### config.mk
export PLATFORM = sky130hd
export DESIGN_NAME = aud_player_tx
export DESIGN_NICKNAME = d
export VERILOG_FILES = /design/src/rtl/aud_player_tx.sv
export SDC_FILE = /design/constraint.sdc
export NUM_CORES = 1
export LEC_CHECK = 0
export CAP_MARGIN = 20
export CORE_ASPECT_RATIO = 0.8
export CORE_MARGIN = 5
export CORE_UTILIZATION = 48
export DETAILED_ROUTE_END_ITERATION = 6
export GPL_ROUTABILITY_DRIVEN = 0
export GPL_TIMING_DRIVEN = 0
export PLACE_DENSITY = 0.7
export SYNTH_ARGS = -nofsm -noshare
export SYNTH_HDL_FRONTEND = slang
export SYNTH_SLANG_ARGS = --single-unit
export TNS_END_PERCENT = 20
### constraint.sdc
create_clock -name i_clk -period 1.99 [get_ports i_clk]
set_input_delay 0.4975 -clock i_clk [delete_from_list [all_inputs] [get_ports i_clk]]
set_output_delay 0.4975 -clock i_clk [all_outputs]
set_load 0.1 [all_outputs]
### src/rtl/aud_player_tx.sv
// aud_player_tx: I2S-style serial audio transmitter, one-entry sample buffer, MSB-first on codec BCLK
// Ports:
//   i_clk      codec BCLK, all logic on rising edge
//   i_rst_n    asynchronous reset, active high (asserted = 1)
//   i_lrc      codec LR clock, synchronous to i_clk
//   i_en       play enable; low pauses after the current word
//   i_stop     one-cycle pulse: abort word and flush buffer
//   i_valid    i_data holds a sample
//   i_data     PCM sample, two's complement
//   o_ready    buffer can accept a sample
//   o_dacdat   registered serial data to the DAC
//   o_busy     a word is being shifted
//   o_underrun one-cycle pulse: active edge with i_en=1 and empty buffer
module aud_player_tx #(
    parameter int DATA_W  = 16,
    parameter bit CHANNEL = 1'b0
) (
    input  logic              i_clk,
    input  logic              i_rst_n,
    input  logic              i_lrc,
    input  logic              i_en,
    input  logic              i_stop,
    input  logic              i_valid,
    input  logic [DATA_W-1:0] i_data,
    output logic              o_ready,
    output logic              o_dacdat,
    output logic              o_busy,
    output logic              o_underrun
);
    localparam int CW = $clog2(DATA_W) + 1;
    localparam logic [CW-1:0] LAST = CW'(DATA_W);

    typedef enum logic [1:0] {IDLE, WAIT, SEND} state_t;

    state_t            state;
    logic [DATA_W-1:0] buf_data;
    logic [DATA_W-1:0] shift;
    logic              buf_valid;
    logic [CW-1:0]     cnt;
    logic              lrc_q;
    logic              act_edge;

    assign act_edge = (i_lrc != lrc_q) && (i_lrc == CHANNEL);
    assign o_ready  = !buf_valid;

    always_ff @(posedge i_clk or posedge i_rst_n) begin
        if (i_rst_n) begin
            state      <= IDLE;
            buf_data   <= '0;
            shift      <= '0;
            buf_valid  <= 1'b0;
            cnt        <= '0;
            lrc_q      <= 1'b0;
            o_dacdat   <= 1'b0;
            o_busy     <= 1'b0;
            o_underrun <= 1'b0;
        end else begin
            lrc_q      <= i_lrc;
            o_underrun <= 1'b0;
            if (i_stop) begin
                state     <= IDLE;
                buf_valid <= 1'b0;
                cnt       <= '0;
                o_dacdat  <= 1'b0;
                o_busy    <= 1'b0;
            end else begin
                // accept only when empty, so it can never coincide with a drain
                if (i_valid && o_ready) begin
                    buf_data  <= i_data;
                    buf_valid <= 1'b1;
                end
                case (state)
                    IDLE: begin
                        o_dacdat <= 1'b0;
                        if (i_en) state <= WAIT;
                    end
                    WAIT: begin
                        if (!i_en) begin
                            state <= IDLE;
                        end else if (act_edge) begin
                            if (buf_valid) begin
                                // MSB goes out on the edge that detects the LRC transition
                                shift     <= buf_data << 1;
                                o_dacdat  <= buf_data[DATA_W-1];
                                buf_valid <= 1'b0;
                                cnt       <= CW'(1);
                                o_busy    <= 1'b1;
                                state     <= SEND;
                            end else begin
                                o_underrun <= 1'b1;
                            end
                        end
                    end
                    SEND: begin
                        if (cnt == LAST) begin
                            o_dacdat <= 1'b0;
                            o_busy   <= 1'b0;
                            cnt      <= '0;
                            state    <= i_en ? WAIT : IDLE;
                        end else begin
                            o_dacdat <= shift[DATA_W-1];
                            shift    <= shift << 1;
                            cnt      <= cnt + 1'b1;
                        end
                    end
                    default: state <= IDLE;
                endcase
            end
        end
    end
endmodule

# Word-level counts from Yosys, hierarchy flattened
# Index checks and enable logic that the tools add are counted.
# W data, S select, Z words.
[classes]
n_mux = 42
magnitude_cmp = 0
shift = 0
n_addsub = 1
n_div = 0
n_eq_ne = 15
mul = 0
bitwise = 2
reduce_logical = 13
[ops]
columns = ["operator", "n"]
rows = [
  ["$mux W16", 4],
  ["$pmux W16 S2", 1],
  ["$mux W5", 5],
  ["$mux W1", 22],
  ["$ne A3 B3 Y1 const B", 5],
  ["$mux W2", 6],
  ["$reduce_and A4 Y1", 3],
  ["$pmux W5 S2", 1],
  ["$ne A2 B2 Y1 const B", 4],
  ["$ne A4 B4 Y1 const B", 2],
  ["$pmux W2 S3", 1],
  ["$reduce_and A6 Y1", 1],
  ["$add A5 B1 Y5 const B", 1],
  ["$eq A5 B5 Y1 const B", 1],
  ["$reduce_and A5 Y1", 1],
  ["$reduce_bool A4 Y1", 1],
  ["$pmux W1 S3", 1],
  ["$reduce_bool A3 Y1", 1],
  ["$eq A2 B1 Y1 const B", 1],
  ["$eq A2 B2 Y1 const B", 1],
  ["$logic_and A1 B1 Y1", 2],
  ["$logic_not A2 Y1", 1],
  ["$not A1 Y1", 2],
  ["$pmux W1 S2", 1],
  ["4 further kinds", 4],
]
[totals]
mem_bits_rw = 0
inputBits = 22
romBits = 0
mem_count = 0
wordCells = 82
latchBits = 0
reg_bits = 44

# Depth between registers and ports, before layout
# Gate-level depths: netlist (run 1).
[depth]
depth_word = 8
mapped_depth = 8
ltp_nobuf = 6

# Worst setup path after synthesis (run 1)
# OpenSTA, ideal clock, no wires.
[synth_timing]
path_kind = "register to register"
startpoint = "register state[0]"
endpoint = "register shift[10]"
path_buffers = 2
arrival_ps = 1743
path_stages_with_launch = 7
t_required_ps = 1865
path_slack_ps = 122
path_cell_list = "dfrtp_1 > inv_1 > ha_1 > buf_2 > clkbuf_1 > mux2_2 > mux2_4"
[synth_between]
elab_chain_len = 3
elab_cells_between_ends = 9
classes_between = "eq/ne: 6; mux: 1; reduce/logical: 2"
[synth_rtl]
columns = ["item", "line_no", "source"]
rows = [
  ["start: declaration", "35", "state_t state;"],
  ["start signal: assignment", "99", "state <= i_en ? WAIT : IDLE;"],
  ["$eq A2 B2 Y1 or $eq A2 B1 Y1 (tied branches)", "72", "case (state)"],
  ["$ne A2 B2 Y1 (no line) or $reduce_bool A2 Y1 (tied branches)", "-", ""],
  ["$reduce_and A6 Y1 (no line)", "-", ""],
  ["end signal: assignment", "83", "shift <= buf_data << 1;"],
  ["end signal: assignment", "102", "shift <= shift << 1;"],
  ["end: declaration", "37", "logic [DATA_W-1:0] shift;"],
]
# Parallel ways exist; a longest one is shown, timed or not.
# A chain may end at the register's enable or synchronous reset.

# Final worst setup path (run 1)
[layout_timing]
startpoint = "register o_underrun"
endpoint = "output o_underrun"
[layout_rtl]
columns = ["item", "line_no", "source"]
rows = [
  ["start: declaration", "28", "output logic o_underrun"],
  ["start signal: assignment", "56", "o_underrun <= 1'b0;"],
  ["start signal: assignment", "59", "o_underrun <= 1'b0;"],
  ["start signal: assignment", "90", "o_underrun <= 1'b1;"],
]
# No word-level cell between the ends.

==> summary.md, run 1 <==
| Metric | Value |
|---|---|
| Most frequent cell after synthesis | `dfrtp_1` |
| Setup violations, final | `0` |
| Vias after detailed routing | `1,436` |
| Hold wc startpoint | `buf_data[2]` |
| #FFs+latches synth | `43` |
| First-pass GRT wire length | `7060 um` |
| Pin count of the biggest net entering global routing | `44` |
| Crit-path leading delay family | `buffers and inverters` |
| GRT Util Overall | `15.0%` |
| VDD IR max | `0.499 mV` |
| CP Max Fanout | `1` |
| DR vias/cell | `roughly 5.4` |
| Post-synthesis sequential area ratio | `around 49%` |
| R2R Setup Slk | `0.11 ns` |
| Reg2reg end | `shift[1]` |
| Post-synth EDFFs | `0` |
| Slew headroom | `37.0%` |
| H-tree depth | `2` |
| Synth top area cells | `dfrtp_1, mux2_2, mux2_4` |
| Hold depth | `1` |
| Worst r2r path cells | `7` |
| Cts bufs inserted | `5` |
| Clk_lat worst skew | `approximately 0.29 ns` |
| Crit start category | `flop` |
| CP required | `~1.5 ns` |
| Worst-path cell chain | `clkdlybuf4s15_1` |
| Crit path time final | `around 1.9 ns` |
| Routed WL | `approximately 4300 um` |
| Worst setup margin | `0.0517 ns` |
| Max Cap Viol | `0` |
| Row Count | `22` |
| CP Class | `reg -> out` |
| Max Fclk | `between 500 and 600 MHz` |
| Pwr/cell area | `845 mW/mm^2` |
| Slowest cell on crit path | `clkdlybuf4s15_1` |
| Most frequent cells after synthesis | `dfrtp_1, mux2_2, mux2_4` |
| Pre-CTS WS | `-0.376 ns` |
| Grt ovf | `0` |
| Ys Warns | `0` |
| First-pass detailed-route iteration total | `4` |
| Pwr Total | `2.24 mW` |
| Clock Sinks | `43` |
| Core Area | `about 0.0045 sq mm` |
| Outcome | `complete, no violations` |
| Final Max Tran Viols | `0` |
| Fillers | `370` |
| Finished Layout Cells | `265` |
| Worst path bufs/invs | `1` |
| Final net count | `approximately 230` |
| Asr flop ratio synth | `between 90% and 100%` |
| I/O Pins | `26` |
| Cts hold-fix bufs | `0` |
| Post-Synthesis Cells | `169` |
| Remaining DRCs | `0` |
| Endpoints failing hold | `0` |
| CTS root buf | `clkbuf_8` |
| Worst-Margin Slew | `0.949 ns` |
| Post-Synthesis Net Count | `197` |
| Ant. Diodes | `0` |
| Number of port buffers | `24` |
| Yosys top cell area share | `49.2%` |
| Area growth, synth to finish | `21.5%` |
| Syn Std Cell Area | `about 0.0022 sq mm` |
| Synthesized area per cell | `12.9 sq um` |
| CTS tree | `yes` |
| RSZ-0062 raised after global routing | `false` |
| Die width | `~85 um` |
| Unique masters post-synth | `43` |
| Total die area | `approximately 0.006 sq mm` |
| Largest area contributor in the netlist | `dfrtp_1` |
| Initial DRC count | `75` |
| Post-DR wirelength/cell | `16.3 um` |
| Share of cells above drive strength 1 | `a little under two fifths` |
| Hpwl dp | `3060 um` |
| Vias in the first global route | `1,453` |
| Fin crit share | `a little under 100%` |
| Initial antenna violation count | `0` |
| RR Startpoint | `state[1]` |
| Top FF cell, synth | `dfrtp_1` |
| Slowest stage delay, CP | `a little over 0.8 ns` |
| Pleak | `1.18 nW` |
| DP Cell Count | `253` |
| Routed Antenna Nets | `0` |
| Die Span Y | `70.4 um` |
| CP startpoint | `o_underrun` |
| Hold Crit Endpoint | `buf_data[2]` |
| Hold WS | `0.507 ns` |
| Clk slew on worst S/H paths | `0.08 ns` |
| Worst Setup End Kind | `primary output` |
| Arrival time worst endpoint | `1.44 ns` |
| Final Skew | `0.00740 ns` |
| Clock Tree Buf Depth | `2` |
| Worst hold path class | `reg -> reg` |
| Initial Utilization | `48.7%` |
-- cells in the final DEF, fill, tap and decap left out, types with 2 or more instances in the layout --
cell type	count
a211oi_1	2
inv_2	2
nand2_1	5
a32o_1	2
ha_1	6
mux2_2	36
o21ai_0	2
nor2_1	9
dfrtp_1	43
clkbuf_1	2
buf_2	2
a21oi_1	4
inv_1	5
nor2b_1	4
xnor2_1	2
clkbuf_8	7
nor3_1	3
clkdlybuf4s50_1	20
nand3b_1	2
clkdlybuf4s15_2	2
buf_4	7
o31ai_1	2
mux2_4	10
-- how the worst max path moves through the flow --
stage                 end  slack, ns  depth (start not counted)
6_report       o_underrun       0.05                          1
5_1_grt          shift[3]      0.008                          7
4_1_cts        o_underrun       0.01                          1
3_5_place_dp     shift[8]      -0.38                          6
3_3_place_gp     o_dacdat      -0.34                          2
2_1_floorplan   shift[10]       0.12                          6
-- kinds of logic after synthesis --
logic type,count (synthesis),synth area share (%)
adders and majority gates,6,3.43
muxes,47,25.9
AOI/OAI and AO/OA,21,7.61
DFF,43,49.2
and+or+nand+nor,35,9.67
xor gates and xnor gates,2,0.802
buffers and inverters,15,3.38
-- flip-flops by register name, indices dropped and copies added, names as in the netlist --
| signal | flops |
|---|---|
| shift | 15 |
| buf_data | 16 |
| state | 2 |
| o_underrun | 1 |
| lrc_q | 1 |
| o_dacdat | 1 |
| buf_valid | 1 |
| o_busy | 1 |
| cnt | 5 |
-- cell type report --
type | count | area (sq um) | area share, %
Sequential cell | 43 | 1080 | 40.5
Multi-Input combinational cell | 111 | 1050 | 39.4
Timing Repair Buffer | 28 | 273 | 10.3
Clock buffer | 8 | 100 | 3.77
Tap cell | 60 | 75.1 | 2.83
Buffer | 8 | 58.8 | 2.21
Inverter | 7 | 26.3 | 0.989
-- stage by stage --
stage / util, % / cell area (sq um) / setup TNS [ns]
final: 59.2 / 2660 / 0
after CTS: 58.7 / 2640 / 0
after floorplan: - / 2190 / 0
after detailed placement: 55.7 / 2500 / -9.15
after global routing: 59.2 / 2660 / 0
after global placement: 55.7 / 2500 / -21.43
-- routing by layer --
layer	up-vias	part of all wire (%)	wire, um	GRT usage, %
met5	-	0	0	0
met4	0	2.4	102	6.85
met3	11	3.5	152	4.01
met2	26	50	2140	23.9
met1	721	44	1920	19.0
li1	678	-	-	-
-- report_power, final --
group,leakage (nW),internal [mW],switching [mW]
combinational,0.574,0.292,0.236
sequential,0.551,1.03,0.0853
clock,0.0515,0.317,0.284
-- repair_timing --
action                     CTS  global route
pin swaps                    2             1
buffers inserted             3             1
setup endpoints to repair   26            18
gates resized for setup     13             8
Note: power is estimated with default switching activity, not from simulation.
==> run 2: changes to the inputs <==
--- a/config.mk
+++ b/config.mk
@@ -5,6 +5,7 @@
 export SDC_FILE = /design/constraint.sdc
 export NUM_CORES = 1
 export LEC_CHECK = 0
+export ABC_AREA = 1
 export CAP_MARGIN = 20
 export CORE_ASPECT_RATIO = 0.8
 export CORE_MARGIN = 5
@@ -13,6 +14,7 @@
 export GPL_ROUTABILITY_DRIVEN = 0
 export GPL_TIMING_DRIVEN = 0
 export PLACE_DENSITY = 0.7
+export SKIP_LAST_GASP = 1
 export SYNTH_ARGS = -nofsm -noshare
 export SYNTH_HDL_FRONTEND = slang
 export SYNTH_SLANG_ARGS = --single-unit
==> summary.md, run 2 <==
| Metric | Value |
|---|---|
| CP Max Fanout | `2 (was 1)` |
| Pleak | `1.35 nW (was 1.18 nW)` |
| Routed WL | `4250 um (was 4320 um)` |
| Final Skew | `0.00652 ns (was 0.00740 ns)` |
| Asr flop ratio synth | `100% (unchanged)` |
| Finished Layout Cells | `360 (was 265)` |
| Power share of the combinational group | `32.0% (was 23.5%)` |
| Max Fclk | `498 MHz (was 516 MHz)` |
| Clk_lat worst skew | `0.30 ns (was 0.29 ns)` |
| Number of port buffers | `24 (unchanged)` |
| Max FFs per register | `16 (unchanged)` |
| Slowest stage delay, CP | `0.86 ns (was 0.81 ns)` |
| Final Max Tran Viols | `0 (unchanged)` |
| Share of cells above drive strength 1 | `13.3% (was 37.1%)` |
| Hold WS | `0.373 ns (was 0.507 ns)` |
| Worst Setup End Kind | `primary output (unchanged)` |
| VDD IR max | `0.574 mV (was 0.499 mV)` |
| DR top layer | `met4 (unchanged)` |
| H-tree depth | `2 (unchanged)` |
| Met1 WL | `2140 um (was 1920 um)` |
| Area growth, synth to finish | `18.7% (was 21.5%)` |
| Core Area | `0.00451 sq mm (was 0.00449 sq mm)` |
| Die width | `85.8 um (was 85.4 um)` |
| Worst hold path class | `in -> async (was reg -> reg)` |
| CP required | `1.49 ns (about the same)` |
| CP Class | `reg -> out (unchanged)` |
| Crit path time final | `2.01 ns (was 1.94 ns)` |
| Yosys top cell area share | `48.8% (was 49.2%)` |
| Clk slew on worst S/H paths | `0.08 ns (about the same)` |
| R2R Setup Slk | `0.23 ns (was 0.11 ns)` |
| GRT Util Overall | `14.8% (was 15.0%)` |
| Pin count of the biggest net entering global routing | `43 (was 44)` |
| Reg2reg end | `shift[4] (was shift[1])` |
| Largest area contributor in the netlist | `dfrtp_1 (unchanged)` |
| Worst-path cell chain | `dlygate4sd2_1 (was clkdlybuf4s15_1)` |
| Unique masters post-synth | `24 (was 43)` |
| Post-Synthesis Net Count | `295 (was 197)` |
| Biggest regs | `buf_data x16, shift x15, cnt x5 (unchanged)` |
| Most flops, register | `buf_data (unchanged)` |
| Clock Tree Buf Depth | `2 (unchanged)` |
| Outcome | `complete, but fails checks (was complete, no violations)` |
| Pwr/cell area | `1020 mW/mm^2 (was 845 mW/mm^2)` |
| DR vias/cell | `4.87 (was 5.42)` |
| Post-DR wirelength/cell | `11.8 um (was 16.3 um)` |
| I/O Pins | `26 (unchanged)` |
| Cts bufs inserted | `5 (unchanged)` |
| Top FF cell, synth | `dfrtp_1 (unchanged)` |
| Ys Warns | `0 (unchanged)` |
| Fin crit share | `101% (was 97.4%)` |
| RR Startpoint | `state[1] (unchanged)` |
| Switching fraction of total power | `36.9% (was 27.0%)` |
| Worst path bufs/invs | `1 (unchanged)` |
| Met3 Wirelength | `224 um (was 152 um)` |
| Most common cell after layout, fill and taps aside | `nand2_1 (was dfrtp_1)` |
| Arrival time worst endpoint | `1.51 ns (was 1.44 ns)` |
| Final net count | `327 (was 232)` |
| Vias in the first global route | `1,559 (was 1,453)` |
| Clk pwr share | `20.4% (was 26.8%)` |
| #FFs+latches synth | `43 (unchanged)` |
| Row Count | `22 (unchanged)` |
| Slowest cell on crit path | `dlygate4sd2_1 (was clkdlybuf4s15_1)` |
| Crit-path leading delay family | `buffers and inverters (unchanged)` |
| CTS tree | `yes (unchanged)` |
| Clock Sinks | `43 (unchanged)` |
| Worst-Margin Slew | `0.953 ns (was 0.949 ns)` |
| Worst setup margin | `-0.0169 ns (was 0.0517 ns)` |
| Placed Area | `0.00254 sq mm (was 0.00250 sq mm)` |
| Total die area | `0.00605 sq mm (was 0.00601 sq mm)` |
| Internal | `1.68 mW (was 1.64 mW)` |
| DP Cell Count | `352 (was 253)` |
| Failing checks | `negative setup slack` |
| First-pass GRT wire length | `7140 um (was 7060 um)` |
| Post-synthesis sequential area ratio | `48.8% (was 49.2%)` |
| Setup violations, final | `1 (was 0)` |
| Slew headroom | `36.7% (was 37.0%)` |
| CTS root buf | `clkbuf_8 (unchanged)` |
| First-pass detailed-route iteration total | `4 (unchanged)` |
| Met2 wire length | `1810 um (was 2140 um)` |
| Worst r2r path cells | `10 (was 7)` |
| Grt ovf | `0 (unchanged)` |
| Crit start category | `flop (unchanged)` |
| Final core occ | `57.9% (was 59.2%)` |
| Remaining DRCs | `0 (unchanged)` |
| Most frequent cell after synthesis | `nand2_1 (was dfrtp_1)` |
| Max Cap Viol | `0 (unchanged)` |
| Post-Synthesis Cells | `267 (was 169)` |
| Syn Std Cell Area | `0.00220 sq mm (was 0.00219 sq mm)` |
| RSZ-0062 raised after global routing | `true (was false)` |
| Synth top area cells | `dfrtp_1, nand2_1, mux2_2 (was dfrtp_1, mux2_2, mux2_4)` |
| Initial Utilization | `48.8% (was 48.7%)` |
| Fillers | `432 (was 370)` |
| CP startpoint | `o_dacdat (was o_underrun)` |
| Psw | `980 uW (was 606 uW)` |
| Routed Antenna Nets | `0 (unchanged)` |
| Hpwl dp | `3050 um (was 3060 um)` |
| CP Depth | `1 (unchanged)` |
| Finished Cell Area | `0.00262 sq mm (was 0.00266 sq mm)` |
| Sequential Power Share | `47.6% (was 49.7%)` |
| Ant. Diodes | `0 (unchanged)` |
| Vias after detailed routing | `1,753 (was 1,436)` |
| Initial antenna violation count | `0 (unchanged)` |
| Post-synth EDFFs | `0 (unchanged)` |
| Most frequent cells after synthesis | `nand2_1, dfrtp_1, nand3_1 (was dfrtp_1, mux2_2, mux2_4)` |
| Cts hold-fix bufs | `0 (unchanged)` |
| CP Capture Point | `o_dacdat (was o_underrun)` |
| Most frequent cells in the layout | `nand2_1, dfrtp_1, nand3_1 (was dfrtp_1, mux2_2, clkdlybuf4s50_1)` |
| Initial DRC count | `116 (was 75)` |
| Pwr Total | `2.66 mW (was 2.24 mW)` |
| Synthesized area per cell | `8.25 sq um (was 12.9 sq um)` |
| Endpoints failing hold | `0 (unchanged)` |
| Die Span Y | `70.6 um (was 70.4 um)` |
run 2: cell count changes after synthesis, sizes merged, moves of 5 or more:
cell / before / now
mux2: 46 / 12
nand3: 2 / 24
nand4: 0 / 6
o21ai: 3 / 8
inv: 7 / 23
nor2: 9 / 19
nand2: 5 / 106
run 2: power by group through the flow:
| stage | Combinational [mW] | Clock, mW | Sequential (mW) |
|---|---|---|---|
| global placement | 0.846 | 0 | 1.27 |
| CTS | 0.861 | 0.562 | 1.26 |
| finish | 0.851 | 0.542 | 1.26 |
| floorplan | 0.586 | 0 | 1.33 |
| global route | 0.973 | 0.601 | 1.30 |
| detailed placement | 0.868 | 0 | 1.28 |
run 2: metrics by stage:
stage	TNS, ns	worst slack [ns]
CTS	-0.194	-0.161
detailed placement	-0.610	-0.108
global placement	-19.64	-0.448
floorplan	0	0.473
finish	-0.0169	-0.0169
global route	-0.153	-0.0824
run 2: routing by layer:
metal / track usage [%] / up-vias
met4: 5.98 / 0
li1: - / 907
met1: 21.5 / 803
met5: 0 / -
met3: 4.31 / 8
met2: 20.7 / 35
run 2: how the worst min path moves through the flow:
stage,start,to,slack [ns],cells after the start
after CTS,i_rst_n,buf_data[6],0.36,2
after global routing,i_rst_n,buf_data[6],0.39,2
final,i_rst_n,buf_data[6],0.37,2
after floorplan,shift[10],shift[10],0.44,2
after detailed placement,shift[6],shift[6],0.46,2
after global placement,shift[5],shift[5],0.45,2
run 2: cell type report:
class | instances | area [sq um] | area share, %
flip-flops and latches | 43 | 1080 | 41.1
multi-input cells | 190 | 968 | 37.0
repair buffers | 25 | 251 | 9.62
inverters | 24 | 91.3 | 3.49
well taps | 60 | 75.1 | 2.87
clock buffers | 6 | 72.6 | 2.78
plain buffers | 10 | 67.6 | 2.58
clock inverters | 2 | 12.5 | 0.478
run 2: cells by family (layout without fill, tap and decap cells):
kind of cell	Yosys count	count (layout)	share of synthesized area (%)
AND/OR/NAND/NOR	158	158	30.6
AO/OA/AOI/OAI	14	14	3.80
buffers and inverters	34	67	7.21
flip-flops	43	43	48.8
adder cells (fa/ha/maj)	6	6	3.41
multiplexers	12	12	6.13
run 2: repair_timing:
action	in CTS	in global routing
gates resized for setup	4	2
buffers inserted	0	0
endpoints found under the setup margin	4	4
